==> config.mk <==
export PLATFORM = sky130hd
export DESIGN_NAME = sync_down_counter_flat
export DESIGN_NICKNAME = d
export VERILOG_FILES = /design/src/rtl/sync_down_counter_if.sv /design/src/rtl/sync_down_counter.sv /design/src/flat_wrapper.sv
export SDC_FILE = /design/constraint.sdc
export NUM_CORES = 1
export LEC_CHECK = 0
export CORE_AREA = 2 2 39 41
export DETAILED_ROUTE_END_ITERATION = 7
export DIE_AREA = 0 0 41 43
export SETUP_SLACK_MARGIN = 0.1
export SLEW_MARGIN = 10
export SYNTH_ARGS = -nofsm -noshare
export SYNTH_HDL_FRONTEND = slang
export SYNTH_SLANG_ARGS = --single-unit
==> constraint.sdc <==
create_clock -name clk -period 1.3 [get_ports clk]
set_clock_uncertainty 0.15 [all_clocks]
set_input_delay 0.26 -clock clk [delete_from_list [all_inputs] [get_ports clk]]
set_output_delay 0.26 -clock clk [all_outputs]
set_load 0.02 [all_outputs]
==> src/rtl/sync_down_counter_if.sv <==
// Bus bundle for sync_down_counter: load/enable controls in, count and status out.
// The master side (controller / testbench) drives load, load_val and en; the
// slave side (the counter) returns the registered count Q, tc and busy.
interface sync_down_counter_if #(
  parameter int WIDTH = 4
) ();

  logic             load;
  logic [WIDTH-1:0] load_val;
  logic             en;
  logic [WIDTH-1:0] Q;
  logic             tc;
  logic             busy;

  modport master (
    output load,
    output load_val,
    output en,
    input  Q,
    input  tc,
    input  busy
  );

  modport slave (
    input  load,
    input  load_val,
    input  en,
    output Q,
    output tc,
    output busy
  );

endinterface : sync_down_counter_if

==> src/rtl/sync_down_counter.sv <==
// sync_down_counter: loadable down counter / countdown timer.
// - load captures load_val into Q and into the reload register; a non-zero
//   value starts a countdown (RUN), a zero value expires at once (tc pulse).
// - In RUN, each enabled cycle decrements Q; the step from 1 to 0 raises tc
//   for one cycle and returns to IDLE.
// - Priority at each edge: reset > load > en. All outputs are registered.
// Optional build macro: SYNC_DOWN_COUNTER_AUTORELOAD_EN
//   When defined, the 1 -> expiry step reloads Q from the reload register and
//   stays in RUN, giving a periodic tc every N enabled cycles for a load of N.
module sync_down_counter #(
  parameter int WIDTH = 4
) (
  input  logic                clk,
  input  logic                reset,
  sync_down_counter_if.slave  bus
);

  typedef enum logic [0:0] {
    IDLE = 1'b0,
    RUN  = 1'b1
  } state_e;

  localparam logic [WIDTH-1:0] CNT_ZERO = {WIDTH{1'b0}};
  localparam logic [WIDTH-1:0] CNT_ONE  = {{(WIDTH-1){1'b0}}, 1'b1};

  state_e           state_q, state_d;
  logic [WIDTH-1:0] q_q, q_d;
  logic [WIDTH-1:0] reload_q, reload_d;
  logic             tc_q, tc_d;
  logic             busy_q, busy_d;

  // Next-state logic: load first, then enabled countdown in RUN; tc defaults low.
  always_comb begin
    state_d  = state_q;
    q_d      = q_q;
    reload_d = reload_q;
    tc_d     = 1'b0;

    if (bus.load) begin
      q_d      = bus.load_val;
      reload_d = bus.load_val;
      if (bus.load_val != CNT_ZERO) begin
        state_d = RUN;
      end else begin
        // A zero load expires immediately.
        state_d = IDLE;
        tc_d    = 1'b1;
      end
    end else begin
      case (state_q)
        IDLE: begin
          // Q holds and en is ignored; no wrap below zero.
          state_d = IDLE;
        end
        RUN: begin
          if (bus.en) begin
            if (q_q > CNT_ONE) begin
              q_d = q_q - CNT_ONE;
            end else begin
              tc_d = 1'b1;
`ifdef SYNC_DOWN_COUNTER_AUTORELOAD_EN
              // Periodic mode: restart from the last loaded value.
              q_d     = reload_q;
              state_d = RUN;
`else
              // One-shot mode: land on zero and stop.
              q_d     = CNT_ZERO;
              state_d = IDLE;
`endif
            end
          end else begin
            // Paused: everything holds.
            state_d = RUN;
          end
        end
        default: begin
          // Unreachable encoding: recover to a safe stopped state.
          state_d = IDLE;
          q_d     = CNT_ZERO;
        end
      endcase
    end

    busy_d = (state_d == RUN);
  end

  // State and output registers with synchronous active-high reset.
  always_ff @(posedge clk) begin
    if (reset) begin
      state_q  <= IDLE;
      q_q      <= CNT_ZERO;
      reload_q <= CNT_ZERO;
      tc_q     <= 1'b0;
      busy_q   <= 1'b0;
    end else begin
      state_q  <= state_d;
      q_q      <= q_d;
      reload_q <= reload_d;
      tc_q     <= tc_d;
      busy_q   <= busy_d;
    end
  end

  assign bus.Q    = q_q;
  assign bus.tc   = tc_q;
  assign bus.busy = busy_q;

endmodule : sync_down_counter
==> src/flat_wrapper.sv <==
// flat-port wrapper written by rule: the top's interface ports become plain ports
module sync_down_counter_flat 
#(
  parameter int WIDTH = 4
)
  (clk, reset, bus_load, bus_load_val, bus_en, bus_Q, bus_tc, bus_busy);
  sync_down_counter_if #(.WIDTH(WIDTH)) bus_i ();
  input  logic clk;
  input  logic reset;
  input wire logic [$bits(bus_i.load)-1:0] bus_load;
  input wire logic [$bits(bus_i.load_val)-1:0] bus_load_val;
  input wire logic [$bits(bus_i.en)-1:0] bus_en;
  output wire logic [$bits(bus_i.Q)-1:0] bus_Q;
  output wire logic [$bits(bus_i.tc)-1:0] bus_tc;
  output wire logic [$bits(bus_i.busy)-1:0] bus_busy;
  assign bus_i.load = bus_load;
  assign bus_i.load_val = bus_load_val;
  assign bus_i.en = bus_en;
  assign bus_Q = bus_i.Q;
  assign bus_tc = bus_i.tc;
  assign bus_busy = bus_i.busy;
  sync_down_counter #(.WIDTH(WIDTH)) u_core (.clk(clk), .reset(reset), .bus(bus_i));
endmodule
=== Word-level counts from Yosys, hierarchy flattened ===
Index checks and enable logic that the tools add are counted.
Widths: inputs -> output; s select.

* Add/sub/neg operators: 1
* Order comparisons: 1
* Multiplexer cells: 14
* Bitwise logic cells: 1
* Reductions and logical operators: 4

{| class="wikitable"
|+ Operator list
! cell !! count
|-
| $mux 4 || 4
|-
| $mux 1 || 9
|-
| $gt 4x1->1 const B || 1
|-
| $reduce_bool 2->1 || 2
|-
| $reduce_bool 4->1 || 1
|-
| $sub 4x1->4 const B || 1
|-
| $pmux 1 s2 || 1
|-
| $reduce_and 2->1 || 1
|-
| $not 1->1 || 1
|}

* Flip-flop bits (word level): 6
* Bits of input ports: 8
* Output and inout port bits: 6
* Logic and storage cells: 24

=== Logic depth before layout (Yosys ltp) ===
Gate-level depths: netlist (run 1).

* Word-level depth: 5
* Depth in mapped cells: 5
* Depth with buffers taken out: 5

=== Worst setup path after synthesis (run 1) ===
OpenSTA, ideal clock, no wires.

* Path type: register to register
* From: register u_core.q_q[0] (netlist: u_core.bus.Q[0])
* To: register u_core.q_q[0] (netlist: u_core.bus.Q[0])
* Data arrival time: 1.330 ns
* Required time: 1.055 ns
* Slack: -0.276 ns
* Cell stages (with the launch flop): 6
* Path buffers: 0
* Period minus slack after synthesis: 1.576 ns
* Cells stage by stage: dfxtp_1 -> inv_1 -> ha_1 -> nor2_2 -> o2111ai_1 -> a221oi_1

* Cells in the longest elaborated chain, start to end: 5

{| class="wikitable"
|+ Ends and longest elaborated chain
! element !! line !! RTL
|-
| from (decl) || sync_down_counter.sv:27 || <nowiki>logic [WIDTH-1:0] q_q, q_d;</nowiki>
|-
| from (signal assigned) || sync_down_counter.sv:97 || <nowiki>q_q <= q_d;</nowiki>
|-
| $sub 4x1->4 or $gt 4x1->1 (tied branches) || sync_down_counter.sv:58, sync_down_counter.sv:57 ||
|-
| $mux 4 * || sync_down_counter.sv:57 || <nowiki>if (q_q > CNT_ONE) begin</nowiki>
|-
| $mux 4 * || sync_down_counter.sv:56 || <nowiki>if (bus.en) begin</nowiki>
|-
| $mux 4 * || sync_down_counter.sv:50 || <nowiki>case (state_q)</nowiki>
|-
| $mux 4 * || sync_down_counter.sv:39 || <nowiki>if (bus.load) begin</nowiki>
|}

Every way passes the cells marked *; elsewhere a longest branch is shown, timed or not. The select of a mux whose other input is x is not followed.
A chain may end at the register's enable or synchronous reset.

=== Final worst setup path (run 1) ===
* From: register u_core.q_q[0] (netlist: u_core.bus.Q[0])
* To: register u_core.tc_q (netlist: u_core.bus.tc)

* Cells in the longest elaborated chain, start to end: 5

{| class="wikitable"
|+ Ends and longest elaborated chain
! element !! line !! RTL
|-
| $gt 4x1->1 || sync_down_counter.sv:57 ||
|-
| $mux 1 || sync_down_counter.sv:57 ||
|-
| $mux 1 || sync_down_counter.sv:56 ||
|-
| $mux 1 || sync_down_counter.sv:50 ||
|-
| $mux 1 || sync_down_counter.sv:39 ||
|-
| to (signal assigned) || sync_down_counter.sv:99 || <nowiki>tc_q <= tc_d;</nowiki>
|-
| to (decl) || sync_down_counter.sv:29 || <nowiki>logic tc_q, tc_d;</nowiki>
|}

No other way between the ends.

==> summary.txt, run 1 <==
Route
  • WL met3: 46 um
  • Vias post-DR: 426
  • Post-DR wirelength/cell: around 12 um
  • DRC viols: 0
  • DR top layer: met4
  • Vias per cell: approximately 4.8
  • Metal-1 WL: ~400 um
  • 1st-pass router iterations: 2
  • Routed met2 length: 546 um
  • ANT nets after route: 0
  • Final wirelength: ~1.0 mm
  • Initial DRC count: 2

Logic synthesis
  • Avg Inst Size Synth: just under 9 sq um
  • Top cell type's share of synthesized area: 32.8%
  • Cell count after synthesis: 42
  • Synth cell types: 24
  • Main synth FF type: dfxtp_1
  • Syn_nets: 52
  • Commonest cells post-synth: 6 x dfxtp_1, 6 x inv_1, 3 x nand2_1, 3 x nand3_1
  • Synth warn: 0
  • Asr flop ratio synth: 0%
  • FF+latch count, synth: 6
  • Synth area leader: dfxtp_1
  • Sequential-to-total area share from yosys stat: between 30 and 40%
  • Synthesized area: between 300 and 400 sq um
  • Post-synth EDFFs: 0
  • Synth top area cells: dfxtp_1 33%, ha_1 6.8%, inv_1 6.1%

Setup path
  • Arr. time, crit path: roughly 1.3 ns
  • Worst setup EP type: register
  • Required time of the critical path: 1.30 ns
  • Type of origin of the critical path: register
  • Critical path class: register to register
  • Critical Path Fanout Max: 5

Global routing
  • First-pass GRT wire length: 1.69 mm
  • Largest net degree at the start of global routing: 6
  • Initial antenna violation count: 0
  • Vias in the first global route: 410
  • Total GRT Usage: 14.7%
  • Final global-route overflow total: 0

Clocking
  • Worst skew pair latency: 0.26 ns
  • TritonCTS clock tree: yes
  • Clock sinks: 6
  • CTS H-Tree Depth: 1
  • Bufs on Longest Clock Path: 2
  • Reg clk slew, reported paths: ~0.05 ns
  • Root buffer cell: clkbuf_4
  • Hold buffer count at cts: 0
  • Total CTS buffers: 3

STA
  • Final Critical Period: roughly 1.3 ns
  • RSZ-0062 raised after global routing: true
  • Final Setup Violations: 4
  • Number of max-slew violations in the final report: 0
  • Max Fclk: 750 MHz
  • Hold Fails Final Rpt: 0
  • Slew @ Worst Pin: ~0.29 ns
  • Final WS setup: -0.0329 ns
  • Slew headroom: 80.6%
  • Final worst path period share: 103%

Flow run
  • Max-cap violation count: 0

Die
  • Io pins: 14
  • Starting Density: approximately a quarter
  • Die height: 43 um
  • Die width: slightly above 40 um
  • Rows: 14
  • Die area: approximately 1800 sq um
  • Core area: 1380 sq um

Finish
  • Area delta synth->final: 97.6%
  • Share of cells above drive strength 1: about three fifths
  • Post-layout nets: 84
  • Fill count: 126
  • Antenna cell count: 0

Worst hold path
  • Hold Crit Class: primary input to register

Outcome
  • Violated checks: negative setup slack
  • Status: finished, violations left

Power
  • Max VDD drop: 348 uV
  • Total power: just over 600 uW
  • Internal Power: 419 uW
  • Leakage: 0.324 nW
  • P per Cell Area: 849 nW/um^2
  • Switching share of total power: 31.8%
  • Combinational Power Share: a little over a third
  • NetSw: between 150 and 200 uW
  • Clk pwr share: 30.4%
  • Flop pwr share: 34.2%

Placement
  • Routability Congestion: 0.753
  • Count of input and output buffers: 13
  • Setup WS pre-CTS: -0.261 ns
  • Dpl hpwl: about 780 um
[timing repair]
action,4_1_cts,5_1_grt
cloned,0,0
setup endpoints to repair,12,8
resized for setup,27,10
setup buffers,1,2
pin swaps,0,2
[final timing paths]
check,startpoint,to,slack (ns),cells after the start
hold reg to reg,u_core.bus.Q[3],u_core.bus.Q[3],0.35,2
setup reg to reg,u_core.bus.Q[0],u_core.bus.tc,-0.03,6
setup / recovery,u_core.bus.Q[0],u_core.bus.tc,-0.03,6
hold / removal,bus_load,u_core.bus.Q[0],0.15,2
[cell families (layout without fill, tap and decap cells)]
| family | Yosys count | after routing | synth area share [%] |
|---|---|---|---|
| buffers and inverters | 6 | 36 | 6.14 |
| adders and majority gates | 2 | 2 | 6.82 |
| muxes | 1 | 1 | 2.73 |
| DFF | 6 | 6 | 32.8 |
| AOI/OAI and AO/OA | 12 | 12 | 24.9 |
| and+or+nand+nor | 15 | 15 | 26.6 |
[power by group through the flow]
stage | sequential [mW] | combinational, mW | clock [mW]
after global routing | 0.212 | 0.236 | 0.201
final | 0.210 | 0.218 | 0.187
after CTS | 0.210 | 0.192 | 0.190
after floorplan | 0.231 | 0.0697 | 0
after detailed placement | 0.215 | 0.189 | 0
after global placement | 0.215 | 0.188 | 0
[final cells by class]
cell class	count	area, sq um	share of cell area [%]
Multi-Input combinational cell	30	304	42.0
Timing Repair Buffer	27	220	30.4
Inverter	6	27.5	3.80
Tap cell	16	20.0	2.76
Sequential cell	6	130	18.0
Clock buffer	3	22.5	3.11
[critical path, stage by stage, from the launching register on]
cell,delay (ns)
dfxtp_4,0.39
inv_4,0.05
ha_4,0.16
nor2_4,0.14
buf_4,0.14
nor4_4,0.04
o21ba_1,0.16
[routing by layer]
| layer | vias up | GRT usage (%) |
|---|---|---|
| met5 | - | 0 |
| met4 | 0 | 10.0 |
| met3 | 3 | 4.71 |
| met2 | 12 | 20.9 |
| met1 | 192 | 17.9 |
| li1 | 219 | - |
[metrics by stage]
| step | setup TNS, ns | hold WS (ns) | util, % | instance area [sq um] | instances |
|---|---|---|---|---|---|
| CTS | -0.123 | 0.351 | 48.1 | 666 | 86 |
| global placement | -1.53 | 0.347 | 46.6 | 644 | 82 |
| floorplan | -0.00916 | 0.170 | - | 412 | 42 |
| global route | -0.396 | 0.192 | 52.4 | 724 | 88 |
| detailed placement | -1.56 | 0.345 | 46.6 | 644 | 82 |
| finish | -0.0771 | 0.153 | 52.4 | 724 | 88 |
[registers in the layout, indices dropped and copies added (netlist names)]
name and cells:
u_core.bus.busy 1, u_core.bus.tc 1, u_core.bus.Q 4
[placed cells by master, fill, tap and decap left out, types with 2 or more instances in the layout]
cell type and n:
a21oi_1 2, nand3_1 3, dfxtp_2 2, nor4_2 2, buf_6 2, a31oi_1 2
clkdlybuf4s50_1 6, nand2_1 3, buf_2 4, dfxtp_1 2, dfxtp_4 2, inv_1 4
inv_4 2, clkbuf_4 3, ha_4 2, buf_4 14
No activity file was read; power rests on OpenSTA's default activity.
==> inputs of run 2 (changes only) <==
--- a/config.mk
+++ b/config.mk
@@ -8,6 +8,7 @@
 export CORE_AREA = 2 2 39 41
 export DETAILED_ROUTE_END_ITERATION = 7
 export DIE_AREA = 0 0 41 43
+export MAX_ROUTING_LAYER = met4
 export SETUP_SLACK_MARGIN = 0.1
 export SLEW_MARGIN = 10
 export SYNTH_ARGS = -nofsm -noshare
==> results of run 2 <==
No change in the layout: final DEF, timing and power equal those of run 1.
Main changes from that run: final weighted congestion in routability-driven placement 0.753 -> 0.762; overall routing resource usage 14.7% -> 15.1%
==> inputs of run 3 (changes only) <==
--- a/config.mk
+++ b/config.mk
@@ -8,8 +8,10 @@
 export CORE_AREA = 2 2 39 41
 export DETAILED_ROUTE_END_ITERATION = 7
 export DIE_AREA = 0 0 41 43
+export GPL_TIMING_DRIVEN = 0
 export MAX_ROUTING_LAYER = met4
 export SETUP_SLACK_MARGIN = 0.1
+export SKIP_CTS_REPAIR_TIMING = 1
 export SLEW_MARGIN = 10
 export SYNTH_ARGS = -nofsm -noshare
 export SYNTH_HDL_FRONTEND = slang
==> run 3 against run 2 <==
Effect of this change:
- die area stayed put
- critical endpoint is now u_core.bus.Q[3]
- worst hold slack improved by 0.15 ns
- the run still ends with negative setup slack left
- final cell count shrank 13%
- sequential power grew 3%
==> summary.txt, run 3 (same netlist as run 1, synthesis figures left out) <==
Die
  • Starting Density: 26.5% (unchanged)
  • Die area: 1760 sq um (unchanged)
  • Io pins: 14 (unchanged)
  • Rows: 14 (unchanged)
  • Die height: 43 um (unchanged)
  • Core area: 1380 sq um (unchanged)
  • Die width: 41 um (unchanged)

STA
  • Slew @ Worst Pin: 0.364 ns (+0.0760 ns)
  • Final worst path period share: 106% (+3.1 points)
  • Final Setup Violations: 5 (+1)
  • Number of max-slew violations in the final report: 0 (unchanged)
  • Final WS setup: -0.0728 ns (-0.0399 ns)
  • RSZ-0062 raised after global routing: true
  • Slew headroom: 75.7% (-4.9 points)
  • Max Fclk: 728 MHz (-2.9%)
  • Hold WS: 0.306 ns (+0.152 ns)
  • Final Critical Period: 1.37 ns (+0.0399 ns)
  • Hold Fails Final Rpt: 0 (unchanged)

Finish
  • Share of cells above drive strength 1: 50.8% (-8.9 points)
  • Antenna cell count: 0 (unchanged)
  • Cell area after layout: 654 sq um (-9.7%)
  • Max reg flops: 4 (unchanged)
  • Fill count: 141 (+12%)
  • Fin util: 47.3% (-5.1 points)
  • Post-layout nets: 73 (-13%)
  • Most frequent cells in the layout: 6 x clkdlybuf4s50_1, 6 x buf_4, 4 x inv_1, 4 x dfxtp_4
  • Area delta synth->final: 78.5%
  • Final std cells w/o fill: 77 (-13%)

Setup path
  • Crit-path leading delay family: compound AO/OA/AOI/OAI gates
  • CP Cell Sequence: buf_4, o31a_2, o221ai_2, a31oi_1
  • Crit path buffers/inverters: 1 (-1)
  • Critical Path Slowest Stage Cell: dfxtp_4
  • Critical path class: register to register
  • Type of origin of the critical path: register
  • Arr. time, crit path: 1.35 ns (+0.02 ns)
  • CP max stage delay: 0.37 ns (-0.02 ns)
  • Worst setup EP type: register
  • Required time of the critical path: 1.28 ns (-0.02 ns)
  • Critical Path Fanout Max: 5 (unchanged)

Clocking
  • Bufs on Longest Clock Path: 2 (unchanged)
  • TritonCTS clock tree: yes
  • CTS H-Tree Depth: 1 (unchanged)
  • Root buffer cell: clkbuf_4
  • Reg clk slew, reported paths: 0.05 ns (about the same)
  • Total CTS buffers: 3 (unchanged)
  • Clock sinks: 6 (unchanged)
  • Worst skew pair latency: 0.25 ns (about the same)

Global routing
  • First-pass GRT wire length: 1.43 mm (-16%)
  • Largest net degree at the start of global routing: 9 (+3)
  • Vias in the first global route: 352 (-14%)
  • Total GRT Usage: 12.3%
  • Final global-route overflow total: 0 (unchanged)
  • Initial antenna violation count: 0 (unchanged)

Route
  • ANT nets after route: 0 (unchanged)
  • DRC viols: 0 (unchanged)
  • Vias per cell: 5.19 (+7.3%)
  • Initial DRC count: 1 (-1)
  • Vias post-DR: 400 (-6.1%)
  • Post-DR wirelength/cell: 12.6 um (+8.1%)
  • 1st-pass router iterations: 2 (unchanged)
  • Final wirelength: 969 um (-5.4%)

Power
  • P per Cell Area: 869 nW/um^2 (+2.3%)
  • Max VDD drop: 414 uV (+19%)
  • Leakage: 0.286 nW (-12%)
  • Total power: 568 uW (-7.6%)

Outcome
  • Violated checks: negative setup slack
  • Status: finished, violations left

Placement
  • Placed Instance Area: 562 sq um (-13%)
  • Count of input and output buffers: 13 (unchanged)
  • Routability Congestion: 0.768
  • Placed cells: 71 (-13%)

Worst hold path
  • Hold Crit Class: primary input to register

Flow run
  • Max-cap violation count: 0 (unchanged)
run 3: changes by cell type in the layout (fill, tap and decap cells not counted), sizes merged:
cell,delta
dlymetal6s2s,+1
buf,-12
run 3: final timing paths:
| kind | cells after the start | start | to | slack (ns) |
|---|---|---|---|---|
| setup / recovery | 4 | u_core.bus.Q[0] | u_core.bus.Q[3] | -0.07 |
| hold / removal | 3 | bus_load | u_core.bus.Q[3] | 0.31 |
| setup reg to reg | 4 | u_core.bus.Q[0] | u_core.bus.Q[3] | -0.07 |
| hold reg to reg | 2 | u_core.bus.busy | u_core.bus.busy | 0.37 |
run 3: tightest hold or removal path, stage by stage:
cell and delay, ns:
dlymetal6s2s_1 0.23, nand2_1 0.10, a31oi_1 0.06
run 3: power breakdown:
part,switching [mW],internal (mW)
combinational,0.0852,0.0930
clock,0.0684,0.104
sequential,0.0216,0.196
total,0.175,0.393
run 3: final cells by class:
cell class	count	area [sq um]	share of cell area [%]
multi-input cells	30	295	45.1
inverters	6	27.5	4.21
repair buffers	16	153	23.3
flip-flops and latches	6	136	20.8
clock buffers	3	22.5	3.44
well taps	16	20.0	3.06
run 3: routing by layer:
metal / vias up / part of all wire (%) / global-route usage (%)
met1: 183 / 44 / 15.9
met3: 5 / 4.5 / 1.57
met5: - / 0 / -
met2: 14 / 48 / 16.3
met4: 0 / 3.4 / 10.0
li1: 198 / - / -
run 3: metrics by stage:
stage                     worst slack [ns]  setup TNS, ns
after floorplan                   -0.00916       -0.00916
after CTS                           -0.398          -2.54
after global routing                -0.170         -0.607
after detailed placement            -0.429          -2.39
after global placement              -0.401          -2.24
final                              -0.0728         -0.202
